--- src/rtl/fetch_stage_pkg.sv ---
// Shared types and constants for the instruction fetch stage.
package fetch_stage_pkg;

    typedef enum logic [1:0] {
        ST_FETCH = 2'd0,
        ST_SKID  = 2'd1,
        ST_HALT  = 2'd2
    } fetch_state_t;

    localparam logic [4:0]  OPC_HALT          = 5'b00000;
    localparam logic [15:0] NOP_INSTR_DEFAULT = 16'h0800;
    localparam logic [15:0] PC_INC            = 16'd2;

    function automatic logic is_halt(input logic [4:0] opc);
        return opc == OPC_HALT;
    endfunction

endpackage

--- src/rtl/fetch_skid.sv ---
// One-entry skid buffer holding {instruction, pc+2} while decode is stalled.
module fetch_skid (
    input  logic        clk,
    input  logic        rst,
    input  logic        load,
    input  logic        unload,
    input  logic        clear,
    input  logic [31:0] din,
    output logic        full,
    output logic [31:0] dout
);

    always_ff @(posedge clk or negedge rst) begin
        if (!rst) begin
            full <= 1'b0;
            dout <= 32'h0;
        end else if (clear) begin
            full <= 1'b0;
        end else if (load) begin
            full <= 1'b1;
            dout <= din;
        end else if (unload) begin
            full <= 1'b0;
        end
    end

endmodule

--- src/rtl/fetch_stage.sv ---
// Instruction fetch stage: fetch FSM, PC register, IF/ID register and skid buffer.
// Build option FETCH_ALIGN_CHECK_EN: odd redirect targets raise a sticky err and halt.
//
// state    | meaning
// ST_FETCH | request outstanding at fetch_pc
// ST_SKID  | response parked in skid buffer, waiting for stall to drop
// ST_HALT  | HALT fetched or misaligned redirect; no requests issued
module fetch_stage
    import fetch_stage_pkg::*;
#(
    parameter logic [15:0] RESET_PC  = 16'h0000,
    parameter logic [15:0] NOP_INSTR = NOP_INSTR_DEFAULT
) (
    input  logic        clk,
    input  logic        rst,
    input  logic        stall,
    input  logic        redirect,
    input  logic [15:0] redirect_pc,
    output logic        imem_req,
    output logic [15:0] imem_addr,
    input  logic        imem_ready,
    input  logic [15:0] imem_rdata,
    output logic [15:0] instr,
    output logic [15:0] PC,
    output logic        valid,
    output logic        halted,
    output logic        err
);

    fetch_state_t state, state_next;
    logic [15:0]  fetch_pc;
    logic [15:0]  pc_inc;
    logic [15:0]  redir_pc_eff;
    logic         redir_odd;
    logic         resp, accept, to_skid, drain;
    logic         skid_full;
    logic [31:0]  skid_dout;

`ifdef FETCH_ALIGN_CHECK_EN
    assign redir_pc_eff = redirect_pc;
    assign redir_odd    = redirect_pc[0];
`else
    assign redir_pc_eff = redirect_pc & 16'hFFFE;
    assign redir_odd    = 1'b0;
`endif

    assign pc_inc    = fetch_pc + PC_INC;
    assign imem_addr = fetch_pc;
    // A response in a redirect cycle belongs to the abandoned request and is dropped.
    assign resp      = (state == ST_FETCH) && imem_ready && !redirect;
    assign accept    = resp && !stall;
    assign to_skid   = resp && stall;
    assign drain     = (state == ST_SKID) && skid_full && !stall && !redirect;

    always_ff @(posedge clk or negedge rst) begin
        if (!rst) state <= ST_FETCH;
        else      state <= state_next;
    end

    always_comb begin
        state_next = state;
        if (redirect) begin
            state_next = redir_odd ? ST_HALT : ST_FETCH;
        end else begin
            case (state)
                ST_FETCH: begin
                    if (accept)
                        state_next = is_halt(imem_rdata[15:11]) ? ST_HALT : ST_FETCH;
                    else if (to_skid)
                        state_next = ST_SKID;
                end
                ST_SKID: begin
                    if (drain)
                        state_next = is_halt(skid_dout[31:27]) ? ST_HALT : ST_FETCH;
                end
                ST_HALT: state_next = ST_HALT;
                default: state_next = ST_FETCH;
            endcase
        end
    end

    always_comb begin
        imem_req = (state == ST_FETCH);
        halted   = (state == ST_HALT);
    end

    always_ff @(posedge clk or negedge rst) begin
        if (!rst)          fetch_pc <= RESET_PC;
        else if (redirect) fetch_pc <= redir_pc_eff;
        else if (resp)     fetch_pc <= pc_inc;
    end

    // Decode consumes IF/ID whenever it is not stalling, so an empty cycle inserts a bubble.
    always_ff @(posedge clk or negedge rst) begin
        if (!rst) begin
            instr <= NOP_INSTR;
            PC    <= 16'h0000;
            valid <= 1'b0;
        end else if (redirect) begin
            instr <= NOP_INSTR;
            valid <= 1'b0;
        end else if (accept) begin
            instr <= imem_rdata;
            PC    <= pc_inc;
            valid <= 1'b1;
        end else if (drain) begin
            instr <= skid_dout[31:16];
            PC    <= skid_dout[15:0];
            valid <= 1'b1;
        end else if (!stall) begin
            instr <= NOP_INSTR;
            valid <= 1'b0;
        end
    end

`ifdef FETCH_ALIGN_CHECK_EN
    always_ff @(posedge clk or negedge rst) begin
        if (!rst)                       err <= 1'b0;
        else if (redirect && redir_odd) err <= 1'b1;
    end
`else
    assign err = 1'b0;
`endif

    fetch_skid u_skid (
        .clk    (clk),
        .rst    (rst),
        .load   (to_skid),
        .unload (drain),
        .clear  (redirect),
        .din    ({imem_rdata, pc_inc}),
        .full   (skid_full),
        .dout   (skid_dout)
    );

endmodule

--- config.mk ---
export PLATFORM = sky130hd
export DESIGN_NAME = fetch_stage
export DESIGN_NICKNAME = d
export VERILOG_FILES = /design/src/rtl/fetch_stage_pkg.sv /design/src/rtl/fetch_skid.sv /design/src/rtl/fetch_stage.sv
export SDC_FILE = /design/constraint.sdc
export NUM_CORES = 1
export LEC_CHECK = 0
export ABC_AREA = 1
export CAP_MARGIN = 5
export CORE_ASPECT_RATIO = 0.5
export CORE_MARGIN = 2
export CORE_UTILIZATION = 50
export CTS_CLUSTER_SIZE = 25
export DETAILED_ROUTE_END_ITERATION = 10
export GPL_ROUTABILITY_DRIVEN = 0
export PLACE_DENSITY = 0.8
export REMOVE_ABC_BUFFERS = 1
export SYNTH_ARGS = -nofsm -noshare
export SYNTH_HDL_FRONTEND = slang
export SYNTH_SLANG_ARGS = --single-unit
--- constraint.sdc ---
create_clock -name clk -period 1.5 [get_ports clk]
set_input_delay 0.45 -clock clk [delete_from_list [all_inputs] [get_ports clk]]
set_output_delay 0.45 -clock clk [all_outputs]
set_load 0.02 [all_outputs]
==> metrics.txt, run 1 <==
# TYPE chip_impl_metric gauge
chip_impl_metric{name="die_area",unit="µm²"} 8640
chip_impl_metric{name="initial_core_util",unit="%"} 52.5
chip_impl_info{name="worst_setup_end_kind",value="primary output"} 1
chip_impl_metric{name="synth.ff_latch_count",unit=""} 81
chip_impl_metric{name="dp_hpwl",unit="µm"} 7170
chip_impl_metric{name="final_cell_count_no_fill",unit=""} 731
chip_impl_metric{name="final_core_util",unit="%"} 74.3
chip_impl_metric{name="wirelength",unit="µm"} 10800
chip_impl_metric{name="cts_hold_bufs",unit=""} 0
chip_impl_info{name="min_path_type",value="input pin to async pin"} 1
chip_impl_metric{name="grt.total_usage",unit="%"} 25.7
chip_impl_metric{name="placeable_area",unit="µm²"} 7490
chip_impl_metric{name="final_cell_area",unit="µm²"} 5560
chip_impl_metric{name="finalHoldViolCount",unit=""} 0
chip_impl_metric{name="final_antenna_net_count",unit=""} 0
chip_impl_metric{name="dieWidth",unit="µm"} 129
chip_impl_metric{name="grt_antenna_before_repair",unit=""} 0
chip_impl_metric{name="synthArstFlopShare",unit="%"} 100
chip_impl_metric{name="grt_pass1_wl",unit="µm"} 16800
chip_impl_metric{name="post_route_cells_drive_above_1_share",unit="%"} 17.3
chip_impl_metric{name="cellLeakagePower",unit="µW"} 0.00273
chip_impl_metric{name="tritoncts_buffer_count",unit=""} 9
chip_impl_metric{name="critical-path-max-stage-delay",unit="ns"} 0.40
chip_impl_info{name="synth.largest_area_cell",value="sky130_fd_sc_hd__dfrtp_1"} 1
chip_impl_metric{name="synth-warning-count",unit=""} 0
chip_impl_info{name="cp-start-kind",value="flop"} 1
chip_impl_metric{name="vias_per_cell",unit=""} 5.08
chip_impl_info{name="critPathKind",value="flop to primary output"} 1
chip_impl_metric{name="clk_latency",unit="ns"} 0.34
chip_impl_metric{name="dr.pass1.iters",unit=""} 5
chip_impl_metric{name="crit_share_post_route",unit="%"} 98.9
chip_impl_metric{name="placedCellCount",unit=""} 707
chip_impl_metric{name="design.final.nets",unit=""} 656
chip_impl_info{name="timing.critical_path.slowest_stage_cell",value="sky130_fd_sc_hd__dfrtp_1"} 1
chip_impl_metric{name="synth_top_area_share",unit="%"} 50.9
chip_impl_metric{name="clockBufferDepth",unit=""} 2
chip_impl_metric{name="vias",unit=""} 3712
chip_impl_metric{name="worst_setup_hold_path_clk_slew",unit="ns"} 0.06
chip_impl_info{name="outcome",value="complete, no violations"} 1
chip_impl_metric{name="maxSlewViolCount",unit=""} 0
chip_impl_metric{name="rows",unit=""} 22
chip_impl_metric{name="grt_pass1_vias",unit=""} 3527
chip_impl_metric{name="max_cap_violations",unit=""} 0
chip_impl_metric{name="cp_max_fo",unit=""} 3
chip_impl_info{name="path_cells",value="inv_1 > nor2_2 > buf_6"} 1
chip_impl_metric{name="antenna_cells",unit=""} 0
chip_impl_metric{name="yosysUniqueCellTypes",unit=""} 29
chip_impl_metric{name="cts-htree-levels",unit=""} 3
chip_impl_metric{name="post_synth_design_cell_area",unit="µm²"} 3930
chip_impl_info{name="rsz0062_at_grt",value="true"} 1
chip_impl_metric{name="detailedPlace.worstSlack",unit="ns"} -0.428
chip_impl_metric{name="max_freq",unit="MHz"} 674
chip_impl_metric{name="post_dp_cell_area",unit="µm²"} 5100
chip_impl_metric{name="place.port_buffers",unit=""} 84
chip_impl_metric{name="syn-instance-count",unit=""} 493
chip_impl_info{name="synth-main-ff-cell",value="sky130_fd_sc_hd__dfrtp_1"} 1
chip_impl_metric{name="number_of_filler_instances_in_the_final_layout",unit=""} 584
chip_impl_info{name="post_synth_main_area_contributors",value="sky130_fd_sc_hd__dfrtp_1 (51%), sky130_fd_sc_hd__nand2_1 (18%), sky130_fd_sc_hd__nand3_1 (8.0%)"} 1
chip_impl_info{name="root_buffer",value="sky130_fd_sc_hd__clkbuf_16"} 1
chip_impl_metric{name="worst_ep_required_time",unit="ns"} 1.05
chip_impl_metric{name="seq_total_area_yosys",unit="%"} 51.6
chip_impl_metric{name="min_period",unit="ns"} 1.48
chip_impl_metric{name="arrival",unit="ns"} 1.03
chip_impl_metric{name="reg2reg_depth",unit=""} 8
chip_impl_metric{name="drt_drc_violations_left",unit=""} 0
chip_impl_metric{name="synth_enable_flop_cells",unit=""} 0
chip_impl_metric{name="ir_drop",unit="mV"} 0.659
chip_impl_metric{name="syn_avg_cell_area",unit="µm²"} 7.98
chip_impl_metric{name="power.density",unit="nW/µm²"} 1230
chip_impl_metric{name="area_delta_synth_final",unit="%"} 41.3
chip_impl_info{name="cts_tree",value="done"} 1
chip_impl_metric{name="pin_count",unit=""} 89
chip_impl_metric{name="drtIter0Drc",unit=""} 283
chip_impl_metric{name="setup_ws",unit="ns"} 0.0160
chip_impl_metric{name="cts.sinks",unit=""} 81
chip_impl_metric{name="chipHeight",unit="µm"} 66.7
chip_impl_metric{name="grt_remaining_overflow",unit=""} 0
chip_impl_metric{name="post_drt_wl_per_cell",unit="µm"} 14.7
chip_impl_metric{name="setup_skew_after_layout",unit="ns"} 0.00392
chip_impl_metric{name="final-setup-viol-count",unit=""} 0
chip_impl_metric{name="p_total",unit="µW"} 6840
chip_impl_metric{name="grt_max_degree",unit=""} 39
==> per-layer routing <==
metal	vias up	global-route usage, %	share of wire (%)
li1	1827	-	-
met1	1764	34.5	45
met5	-	0	0
met2	110	42.1	48
met3	11	6.02	6.0
met4	0	7.12	0.83
==> state kept, by name, indices dropped and copies added (netlist names) <==
| signal | count |
|---|---|
| u_skid.dout | 31 |
| PC | 15 |
| valid | 1 |
| instr | 16 |
| imem_addr | 15 |
| u_skid.full | 1 |
| state | 2 |
==> metrics by stage <==
stage,TNS [ns],hold slack [ns]
2_1_floorplan,-16.66,0.154
3_3_place_gp,-24.45,0.366
3_5_place_dp,-26.93,0.363
4_1_cts,-0.00869,0.00598
5_1_grt,-0.320,0.0186
6_report,0,0.00629
==> cells in the mapped netlist (5+ instances only) <==
master / n
sky130_fd_sc_hd__inv_2: 5
sky130_fd_sc_hd__nand2_1: 192
sky130_fd_sc_hd__dfrtp_1: 80
sky130_fd_sc_hd__nor2_1: 20
sky130_fd_sc_hd__buf_4: 8
sky130_fd_sc_hd__buf_2: 9
sky130_fd_sc_hd__inv_1: 42
sky130_fd_sc_hd__nand3_1: 63
sky130_fd_sc_hd__o21ai_0: 21
sky130_fd_sc_hd__o211ai_1: 20
==> final timing paths <==
path	start	slack (ns)	to
max	state[1]$_DFFE_PN0P_	0.02	halted
min	rst	0.006	imem_addr[13]$_DFFE_PN0N_
max reg2reg	state[0]$_DFFE_PN0P_	0.04	PC[6]$_DFFE_PN0P_
min reg2reg	u_skid.dout[3]$_DFFE_PN0P_	0.48	u_skid.dout[3]$_DFFE_PN0P_
max in group asynchronous	rst	1.00	instr[12]$_DFFE_PN0P_
min in group clk	u_skid.dout[3]$_DFFE_PN0P_	0.48	u_skid.dout[3]$_DFFE_PN0P_
==> logic make-up (layout without fill, tap and decap cells) <==
family                     after synthesis  in the layout  share of synthesized area (%)
DFF                                     81             81                           51.6
and+or+nand+nor                        289            289                           31.0
AOI/OAI and AO/OA                       48             48                           7.86
buffers and inverters                   70            198                           8.49
adders and majority gates                1              1                          0.318
xor gates and xnor gates                 3              3                          0.668
other                                    1              3                         0.0953
==> where the power goes <==
| group | internal [µW] | switching, µW | total, µW | leakage, µW |
|---|---|---|---|---|
| clock network | 1330 | 847 | 2180 | 0.000150 |
| logic | 753 | 1050 | 1810 | 0.00155 |
| registers | 2610 | 239 | 2850 | 0.00103 |
==> worst max-delay path: cells and delay by family, from the launching register on <==
kind | cells | cell delay [ns]
buffers and inverters | 2 | 0.20
flip-flops | 1 | 0.40
AND/OR/NAND/NOR | 1 | 0.10
==> area by class of cell <==
type	instances	area [µm²]	area share (%)
Inverter	47	184	3.31
Timing Repair inverter	1	7.51	0.135
Clock buffer	11	243	4.37
Sequential cell	81	2030	36.5
Multi-Input combinational cell	344	1640	29.5
Timing Repair Buffer	134	1270	22.8
Tap cell	108	135	2.43
Clock inverter	5	53.8	0.968
==> cells in the final DEF (no fill, tap or decap), types with 2 or more instances in the layout <==
cell	netlist	layout
sky130_fd_sc_hd__buf_12	0	4
sky130_fd_sc_hd__buf_4	8	42
sky130_fd_sc_hd__buf_6	4	4
sky130_fd_sc_hd__buf_8	0	3
sky130_fd_sc_hd__clkbuf_16	0	10
sky130_fd_sc_hd__clkbuf_2	0	9
sky130_fd_sc_hd__clkdlybuf4s15_1	0	35
sky130_fd_sc_hd__clkdlybuf4s50_1	0	31
sky130_fd_sc_hd__clkinv_2	0	3
sky130_fd_sc_hd__conb_1	1	3
sky130_fd_sc_hd__dfrtp_1	80	80
sky130_fd_sc_hd__dlygate4sd2_1	0	2
sky130_fd_sc_hd__dlymetal6s2s_1	0	2
sky130_fd_sc_hd__inv_1	42	41
sky130_fd_sc_hd__inv_2	5	4
sky130_fd_sc_hd__inv_6	0	2
sky130_fd_sc_hd__nand2_1	192	189
sky130_fd_sc_hd__nand2_2	1	3
sky130_fd_sc_hd__nand3_1	63	62
sky130_fd_sc_hd__nand3_4	0	2
sky130_fd_sc_hd__nand3b_1	2	2
sky130_fd_sc_hd__nand4_1	4	4
sky130_fd_sc_hd__nor2_1	20	16
sky130_fd_sc_hd__nor2_2	2	3
sky130_fd_sc_hd__nor2_4	2	5
sky130_fd_sc_hd__o211ai_1	20	20
sky130_fd_sc_hd__o21ai_0	21	20
sky130_fd_sc_hd__o21ai_1	1	2
sky130_fd_sc_hd__o21ai_2	4	4
sky130_fd_sc_hd__xor2_1	3	3
==> repair_timing <==
item | 4_1_cts | 5_1_grt
gates resized for setup | 87 | 65
pin swaps | 0 | 7
gates cloned | 1 | 1
setup endpoints to repair | 82 | 105
hold endpoints to repair | 0 | 0
buffers inserted | 0 | 6
Note: power is estimated with default switching activity, not from simulation.
==> run 2: changes to the inputs <==
--- a/config.mk
+++ b/config.mk
@@ -7,7 +7,7 @@
 export LEC_CHECK = 0
 export ABC_AREA = 1
 export CAP_MARGIN = 5
-export CORE_ASPECT_RATIO = 0.5
+export CORE_ASPECT_RATIO = 0.7
 export CORE_MARGIN = 2
 export CORE_UTILIZATION = 50
 export CTS_CLUSTER_SIZE = 25
==> run 2 against run 1 <==
Worst hold slack better by 0.44 ns; combinational power increased by 4%; final area down 1.3%; wire length grew 13%; final cell count is 0.27% lower; non-clock buffer count up 6; clock-buffer cell count unchanged; via count rose by 7.6%; first-iteration DRC count grew 20%; the run now ends with negative setup slack left; total power down 5.9%; largest cell class unchanged.
==> metrics.txt, run 2 (same netlist as run 1, synthesis figures left out) <==
# TYPE chip_impl_metric gauge
chip_impl_info{name="rsz0062_at_grt",value="true"} 1
chip_impl_metric{name="grt_remaining_overflow",unit=""} 0
chip_impl_info{name="most-common-layout-cells",value="sky130_fd_sc_hd__nand2_1 (187), sky130_fd_sc_hd__dfrtp_1 (80), sky130_fd_sc_hd__nand3_1 (60)"} 1
chip_impl_metric{name="vias_per_cell",unit=""} 5.48
chip_impl_metric{name="combinationalPowerShare",unit="%"} 29.3
chip_impl_metric{name="final_antenna_net_count",unit=""} 0
chip_impl_metric{name="max_freq",unit="MHz"} 653
chip_impl_metric{name="grt_pass1_wl",unit="µm"} 18500
chip_impl_metric{name="initial_core_util",unit="%"} 50.8
chip_impl_info{name="min_path_type",value="input pin to async pin"} 1
chip_impl_info{name="largest_register",value="u_skid.dout"} 1
chip_impl_info{name="final_common_cell",value="sky130_fd_sc_hd__nand2_1"} 1
chip_impl_metric{name="cts.sinks",unit=""} 81
chip_impl_metric{name="worst_setup_hold_path_clk_slew",unit="ns"} 0.09
chip_impl_metric{name="placeable_area",unit="µm²"} 7740
chip_impl_metric{name="crit_share_post_route",unit="%"} 102
chip_impl_info{name="failed_checks",value="negative setup slack"} 1
chip_impl_metric{name="wirelength",unit="µm"} 12200
chip_impl_metric{name="grt.met2_usage",unit="%"} 43.1
chip_impl_info{name="category_of_cells_accounting_for_the_largest_share_of_critical_path_delay",value="flip-flops"} 1
chip_impl_metric{name="place.port_buffers",unit=""} 84
chip_impl_metric{name="p_total",unit="µW"} 6430
chip_impl_metric{name="register_area",unit="µm²"} 2030
chip_impl_metric{name="post_route_cells_drive_above_1_share",unit="%"} 24.4
chip_impl_metric{name="cts-htree-levels",unit=""} 3
chip_impl_metric{name="drt_drc_violations_left",unit=""} 0
chip_impl_metric{name="path_buf_inv",unit=""} 2
chip_impl_metric{name="finalHoldViolCount",unit=""} 0
chip_impl_info{name="outcome",value="finished with violations"} 1
chip_impl_metric{name="maxSlewViolCount",unit=""} 0
chip_impl_metric{name="post_drt_wl_per_cell",unit="µm"} 16.7
chip_impl_metric{name="area_delta_synth_final",unit="%"} 39.5
chip_impl_metric{name="pin_count",unit=""} 89
chip_impl_info{name="busiest_layer",value="met2"} 1
chip_impl_metric{name="grt_pass1_vias",unit=""} 3868
chip_impl_info{name="worst_setup_end_kind",value="primary output"} 1
chip_impl_metric{name="global_route.usage.met1",unit="%"} 40.4
chip_impl_info{name="top_regs",value="u_skid.dout x31, instr x16"} 1
chip_impl_metric{name="internal_power",unit="µW"} 4200
chip_impl_metric{name="antenna_cells",unit=""} 0
chip_impl_metric{name="clock_power_share",unit="%"} 26.3
chip_impl_metric{name="setup_ws",unit="ns"} -0.0324
chip_impl_metric{name="grt_antenna_before_repair",unit=""} 0
chip_impl_metric{name="power.share.switching",unit="%"} 34.7
chip_impl_info{name="cts_tree",value="done"} 1
chip_impl_metric{name="rows",unit=""} 27
chip_impl_metric{name="final_core_util",unit="%"} 71.0
chip_impl_metric{name="power.density",unit="nW/µm²"} 1170
chip_impl_info{name="path_cells",value="inv_1 > nor2_1 > buf_4"} 1
chip_impl_metric{name="grt.total_usage",unit="%"} 28.0
chip_impl_metric{name="grt_util_met3",unit="%"} 5.65
chip_impl_metric{name="sequentialPowerShare",unit="%"} 44.4
chip_impl_info{name="cp-start-kind",value="flop"} 1
chip_impl_metric{name="max_cap_violations",unit=""} 0
chip_impl_metric{name="largest_register_ff_count",unit=""} 31
chip_impl_metric{name="dieWidth",unit="µm"} 110
chip_impl_metric{name="number_of_filler_instances_in_the_final_layout",unit=""} 581
chip_impl_metric{name="arrival",unit="ns"} 1.08
chip_impl_metric{name="design.final.nets",unit=""} 661
chip_impl_metric{name="critical-path-max-stage-delay",unit="ns"} 0.43
chip_impl_metric{name="chipHeight",unit="µm"} 78.2
chip_impl_info{name="critPathKind",value="flop to primary output"} 1
chip_impl_metric{name="setup_skew_after_layout",unit="ns"} 0.0128
chip_impl_metric{name="cp_max_fo",unit=""} 3
chip_impl_metric{name="power_switching",unit="µW"} 2230
chip_impl_metric{name="worst_ep_required_time",unit="ns"} 1.05
chip_impl_info{name="root_buffer",value="sky130_fd_sc_hd__clkbuf_8"} 1
chip_impl_info{name="timing.critical_path.slowest_stage_cell",value="sky130_fd_sc_hd__dfrtp_1"} 1
chip_impl_metric{name="cellLeakagePower",unit="µW"} 0.00271
chip_impl_metric{name="final-setup-viol-count",unit=""} 5
chip_impl_metric{name="min_period",unit="ns"} 1.53
chip_impl_metric{name="multiInputGateArea",unit="µm²"} 1650
chip_impl_metric{name="clk_latency",unit="ns"} 0.37
chip_impl_metric{name="grt_max_degree",unit=""} 42
chip_impl_metric{name="dr.pass1.iters",unit=""} 5
chip_impl_metric{name="drtIter0Drc",unit=""} 339
chip_impl_metric{name="clockBufferDepth",unit=""} 2
chip_impl_metric{name="vias",unit=""} 3995
chip_impl_metric{name="dp_hpwl",unit="µm"} 8000
chip_impl_metric{name="ir_drop",unit="mV"} 0.585
chip_impl_metric{name="die_area",unit="µm²"} 8600
chip_impl_metric{name="tritoncts_buffer_count",unit=""} 9
run 2: cell types whose count changed in the layout (fill, tap and decap cells not counted), moves of 3 or more:
cell | previous run | this run
sky130_fd_sc_hd__clkdlybuf4s15_1 | 35 | 0
sky130_fd_sc_hd__nand3_2 | 0 | 3
sky130_fd_sc_hd__clkdlybuf4s15_2 | 1 | 19
sky130_fd_sc_hd__nand2_2 | 3 | 6
sky130_fd_sc_hd__buf_2 | 0 | 12
sky130_fd_sc_hd__clkinv_2 | 3 | 0
sky130_fd_sc_hd__clkbuf_2 | 9 | 13
sky130_fd_sc_hd__clkbuf_8 | 1 | 10
sky130_fd_sc_hd__buf_6 | 4 | 9
sky130_fd_sc_hd__clkbuf_16 | 10 | 2
run 2: final cells by class:
cell class / instances / area share (%)
multi-input combinational: 344 / 30.1
inverter: 47 / 3.40
tap: 101 / 2.30
clock inverter: 5 / 1.16
sequential: 81 / 37.0
timing repair buffer: 140 / 23.5
clock buffer: 11 / 2.58
run 2: power by group through the flow:
stage                     logic, µW  clock network, µW  registers, µW
after floorplan                 651                  0           3120
after global placement         1790                  0           2870
after detailed placement       1860                  0           2890
after CTS                      1810               1690           2850
after global routing           2060               1780           2900
final                          1880               1690           2860
run 2: what timing repair did:
| item | 4_1_cts | 5_1_grt |
|---|---|---|
| pin swaps | 2 | 7 |
| endpoints found under the hold margin | 7 | 0 |
| resized for setup | 154 | 60 |
| cloned | 0 | 3 |
| hold buffers | 1 | 0 |
| buffers inserted | 2 | 10 |
| endpoints found under the setup margin | 92 | 103 |
run 2: stage by stage:
stage          setup WS (ns)  area (µm²)  TNS [ns]  hold slack, ns  instances
3_3_place_gp          -0.381        5100    -23.38           0.291        697
4_1_cts              -0.0288        5380   -0.0519           0.441        716
5_1_grt              -0.0990        5490     -1.14           0.465        729
3_5_place_dp          -0.473        5100    -28.80           0.291        697
6_report             -0.0324        5490    -0.103           0.449        729
2_1_floorplan         -0.420        3780    -16.66           0.154        472
run 2: final timing paths:
| check | startpoint | end | slack [ns] | cells after the start |
|---|---|---|---|---|
| worst max-delay path | state[1]$_DFFE_PN0P_ | halted | -0.03 | 3 |
| worst min-delay path | rst | u_skid.dout[20]$_DFFE_PN0P_ | 0.45 | 2 |
| worst max register to register | imem_addr[1]$_DFFE_PN0N_ | imem_addr[8]$_DFFE_PN0N_ | -0.01 | 8 |
| worst min register to register | u_skid.dout[3]$_DFFE_PN0P_ | u_skid.dout[3]$_DFFE_PN0P_ | 0.48 | 2 |
| max in group asynchronous | rst | instr[11]$_DFFE_PN1P_ | 0.58 | 3 |
| min in group clk | u_skid.dout[3]$_DFFE_PN0P_ | u_skid.dout[3]$_DFFE_PN0P_ | 0.48 | 2 |
run 2: metal layers:
metal | share of wire (%) | up-vias
li1 | - | 1836
met2 | 47 | 215
met3 | 8.8 | 28
met4 | 1.4 | 0
met1 | 43 | 1916
met5 | 0 | -
==> run 3: changes to the inputs <==
--- a/config.mk
+++ b/config.mk
@@ -8,7 +8,7 @@
 export ABC_AREA = 1
 export CAP_MARGIN = 5
 export CORE_ASPECT_RATIO = 0.7
-export CORE_MARGIN = 2
+export CORE_MARGIN = 5
 export CORE_UTILIZATION = 50
 export CTS_CLUSTER_SIZE = 25
 export DETAILED_ROUTE_END_ITERATION = 10
==> run 3 against run 2 <==
The run still ends with negative setup slack left; worst setup slack worse by 0.032 ns; sequential share of layout area shrank 2.6 points; non-clock buffer count rose by 4; first-iteration DRC count up 74%; via count up 6.8%; global-route usage is 2.8 points lower; largest cell class unchanged.
==> metrics.txt, run 3 (same netlist as run 1, synthesis figures left out) <==
# TYPE chip_impl_metric gauge
chip_impl_metric{name="largest_register_ff_count",unit=""} 31
chip_impl_metric{name="wirelength",unit="µm"} 14300
chip_impl_metric{name="area_delta_synth_final",unit="%"} 49.9
chip_impl_metric{name="drt_drc_violations_left",unit=""} 0
chip_impl_info{name="top_regs",value="u_skid.dout x31, instr x16"} 1
chip_impl_metric{name="arrival",unit="ns"} 1.79
chip_impl_info{name="ff_to_ff_start",value="imem_addr[1]$_DFFE_PN0N_"} 1
chip_impl_metric{name="max_freq",unit="MHz"} 639
chip_impl_metric{name="cts.sinks",unit=""} 81
chip_impl_metric{name="dieWidth",unit="µm"} 116
chip_impl_metric{name="worst_setup_hold_path_clk_slew",unit="ns"} 0.06
chip_impl_metric{name="cts_hold_bufs",unit=""} 0
chip_impl_metric{name="final-setup-viol-count",unit=""} 30
chip_impl_info{name="rsz0062_at_grt",value="true"} 1
chip_impl_metric{name="crit_share_post_route",unit="%"} 104
chip_impl_metric{name="path_buf_inv",unit=""} 0
chip_impl_metric{name="vias_per_cell",unit=""} 5.81
chip_impl_info{name="cp-start-kind",value="flop"} 1
chip_impl_metric{name="maxSlewViolCount",unit=""} 0
chip_impl_metric{name="cts-htree-levels",unit=""} 3
chip_impl_metric{name="place.port_buffers",unit=""} 84
chip_impl_metric{name="power.density",unit="nW/µm²"} 1240
chip_impl_metric{name="worst_ep_required_time",unit="ns"} 1.73
chip_impl_metric{name="grt.total_usage",unit="%"} 25.2
chip_impl_metric{name="p_total",unit="µW"} 7290
chip_impl_metric{name="post_route_cells_drive_above_1_share",unit="%"} 27.5
chip_impl_metric{name="placeable_area",unit="µm²"} 7770
chip_impl_metric{name="setup_ws",unit="ns"} -0.0643
chip_impl_metric{name="final_antenna_net_count",unit=""} 0
chip_impl_metric{name="pin_count",unit=""} 89
chip_impl_info{name="cts_tree",value="done"} 1
chip_impl_metric{name="grt_max_degree",unit=""} 37
chip_impl_metric{name="design.final.nets",unit=""} 666
chip_impl_info{name="worst_setup_end_kind",value="flop"} 1
chip_impl_info{name="final_common_cell",value="sky130_fd_sc_hd__nand2_1"} 1
chip_impl_metric{name="detailedPlace.worstSlack",unit="ns"} -0.485
chip_impl_metric{name="max_cap_violations",unit=""} 0
chip_impl_metric{name="clockBufferDepth",unit=""} 2
chip_impl_metric{name="clock_power_share",unit="%"} 31.1
chip_impl_metric{name="chipHeight",unit="µm"} 84.2
chip_impl_metric{name="final_core_util",unit="%"} 75.9
chip_impl_metric{name="combinationalPowerShare",unit="%"} 29.0
chip_impl_info{name="timing.critical_path.slowest_stage_cell",value="sky130_fd_sc_hd__dfrtp_1"} 1
chip_impl_metric{name="clk_latency",unit="ns"} 0.34
chip_impl_metric{name="die_area",unit="µm²"} 9770
chip_impl_metric{name="initial_core_util",unit="%"} 50.6
chip_impl_metric{name="final_cell_count_no_fill",unit=""} 734
chip_impl_metric{name="antenna_cells",unit=""} 0
chip_impl_metric{name="grt_remaining_overflow",unit=""} 0
chip_impl_info{name="critPathKind",value="flop to flop"} 1
chip_impl_metric{name="dr.pass1.iters",unit=""} 7
chip_impl_metric{name="dp_hpwl",unit="µm"} 7990
chip_impl_info{name="failed_checks",value="negative setup slack"} 1
chip_impl_info{name="category_of_cells_accounting_for_the_largest_share_of_critical_path_delay",value="simple AND/OR/NAND/NOR gates"} 1
chip_impl_metric{name="power_switching",unit="µW"} 2510
chip_impl_metric{name="internal_power",unit="µW"} 4780
chip_impl_metric{name="cellLeakagePower",unit="µW"} 0.00285
chip_impl_metric{name="power.share.switching",unit="%"} 34.4
chip_impl_info{name="most-common-layout-cells",value="sky130_fd_sc_hd__nand2_1 (159), sky130_fd_sc_hd__dfrtp_1 (80), sky130_fd_sc_hd__nand3_1 (52)"} 1
chip_impl_metric{name="grt_pass1_vias",unit=""} 4065
chip_impl_info{name="root_buffer",value="sky130_fd_sc_hd__clkbuf_16"} 1
chip_impl_metric{name="vias",unit=""} 4267
chip_impl_metric{name="drtIter0Drc",unit=""} 589
chip_impl_metric{name="number_of_filler_instances_in_the_final_layout",unit=""} 486
chip_impl_metric{name="min_period",unit="ns"} 1.56
chip_impl_metric{name="ir_drop",unit="mV"} 0.732
chip_impl_metric{name="post_drt_wl_per_cell",unit="µm"} 19.5
chip_impl_metric{name="finalHoldViolCount",unit=""} 0
chip_impl_metric{name="grt_antenna_before_repair",unit=""} 0
chip_impl_info{name="setup_crit_start",value="imem_addr[1]$_DFFE_PN0N_"} 1
chip_impl_metric{name="cp_max_fo",unit=""} 5
chip_impl_info{name="min_path_type",value="input pin to async pin"} 1
chip_impl_metric{name="setup_skew_after_layout",unit="ns"} 0.00478
chip_impl_metric{name="grt_pass1_wl",unit="µm"} 19500
chip_impl_metric{name="rows",unit=""} 27
chip_impl_metric{name="placedCellCount",unit=""} 700
chip_impl_info{name="path_cells",value="ha_2 > nand2_4 > nor2_4 > nand3_1 > nand2_1 > nand2_2 > nand2_1 > nand2_2"} 1
chip_impl_metric{name="critical-path-max-stage-delay",unit="ns"} 0.43
chip_impl_metric{name="tritoncts_buffer_count",unit=""} 9
chip_impl_info{name="largest_register",value="u_skid.dout"} 1
chip_impl_info{name="outcome",value="finished with violations"} 1
chip_impl_metric{name="sequentialPowerShare",unit="%"} 39.9
-- run 3: layer usage --
metal	global-route usage (%)	up-vias	part of all wire, %
li1	-	1854	-
met1	34.9	2016	38
met2	39.4	317	46
met3	5.19	80	11
met4	8.96	0	4.3
met5	0	-	0
-- run 3: worst reg2reg max path, delay by kind of cell, from the launching register on --
family        cells  cell delay [ns]
fa+ha+maj         1             0.25
simple gates      7             0.77
flops             1             0.43
-- run 3: repair_timing --
item	in CTS	in global routing
pin swaps	2	14
setup endpoints to repair	92	115
gates resized for setup	97	144
buffers inserted	8	6
gates cloned	1	4
-- run 3: layout make-up --
type / count / area, µm² / share of cell area, %
clock buffer: 9 / 225 / 3.82
clock inverter: 7 / 77.6 / 1.32
inverter: 47 / 201 / 3.42
multi-input combinational: 344 / 1860 / 31.6
sequential: 81 / 2030 / 34.4
tap: 101 / 126 / 2.14
timing repair buffer: 144 / 1370 / 23.1
timing repair inverter: 1 / 11.3 / 0.191
-- run 3: stage by stage --
step                TNS [ns]  area, µm²  hold WS, ns
floorplan             -16.66       3780        0.154
global placement      -25.42       5100        0.368
detailed placement    -28.43       5100        0.370
CTS                   -0.185       5480       0.0144
global route           -4.55       5900       0.0189
finish                -0.751       5900       0.0106
-- run 3: worst paths after layout --
check | end | slack (ns) | cells past startpoint
min in group clk | u_skid.dout[10]$_DFFE_PN0P_ | 0.49 | 2
hold / removal | instr[0]$_DFFE_PN0P_ | 0.01 | 1
max in group asynchronous | u_skid.dout[24]$_DFFE_PN0P_ | 0.97 | 2
setup reg to reg | u_skid.dout[13]$_DFFE_PN0P_ | -0.06 | 8
hold reg to reg | u_skid.dout[10]$_DFFE_PN0P_ | 0.49 | 2
setup / recovery | u_skid.dout[13]$_DFFE_PN0P_ | -0.06 | 8
-- run 3: power by group through the flow --
stage	clock [µW]	sequential, µW	combinational (µW)
2_1_floorplan	0	3120	651
3_3_place_gp	0	2870	1810
3_5_place_dp	0	2890	1870
4_1_cts	2250	2850	1810
5_1_grt	2370	2950	2270
6_report	2270	2910	2120
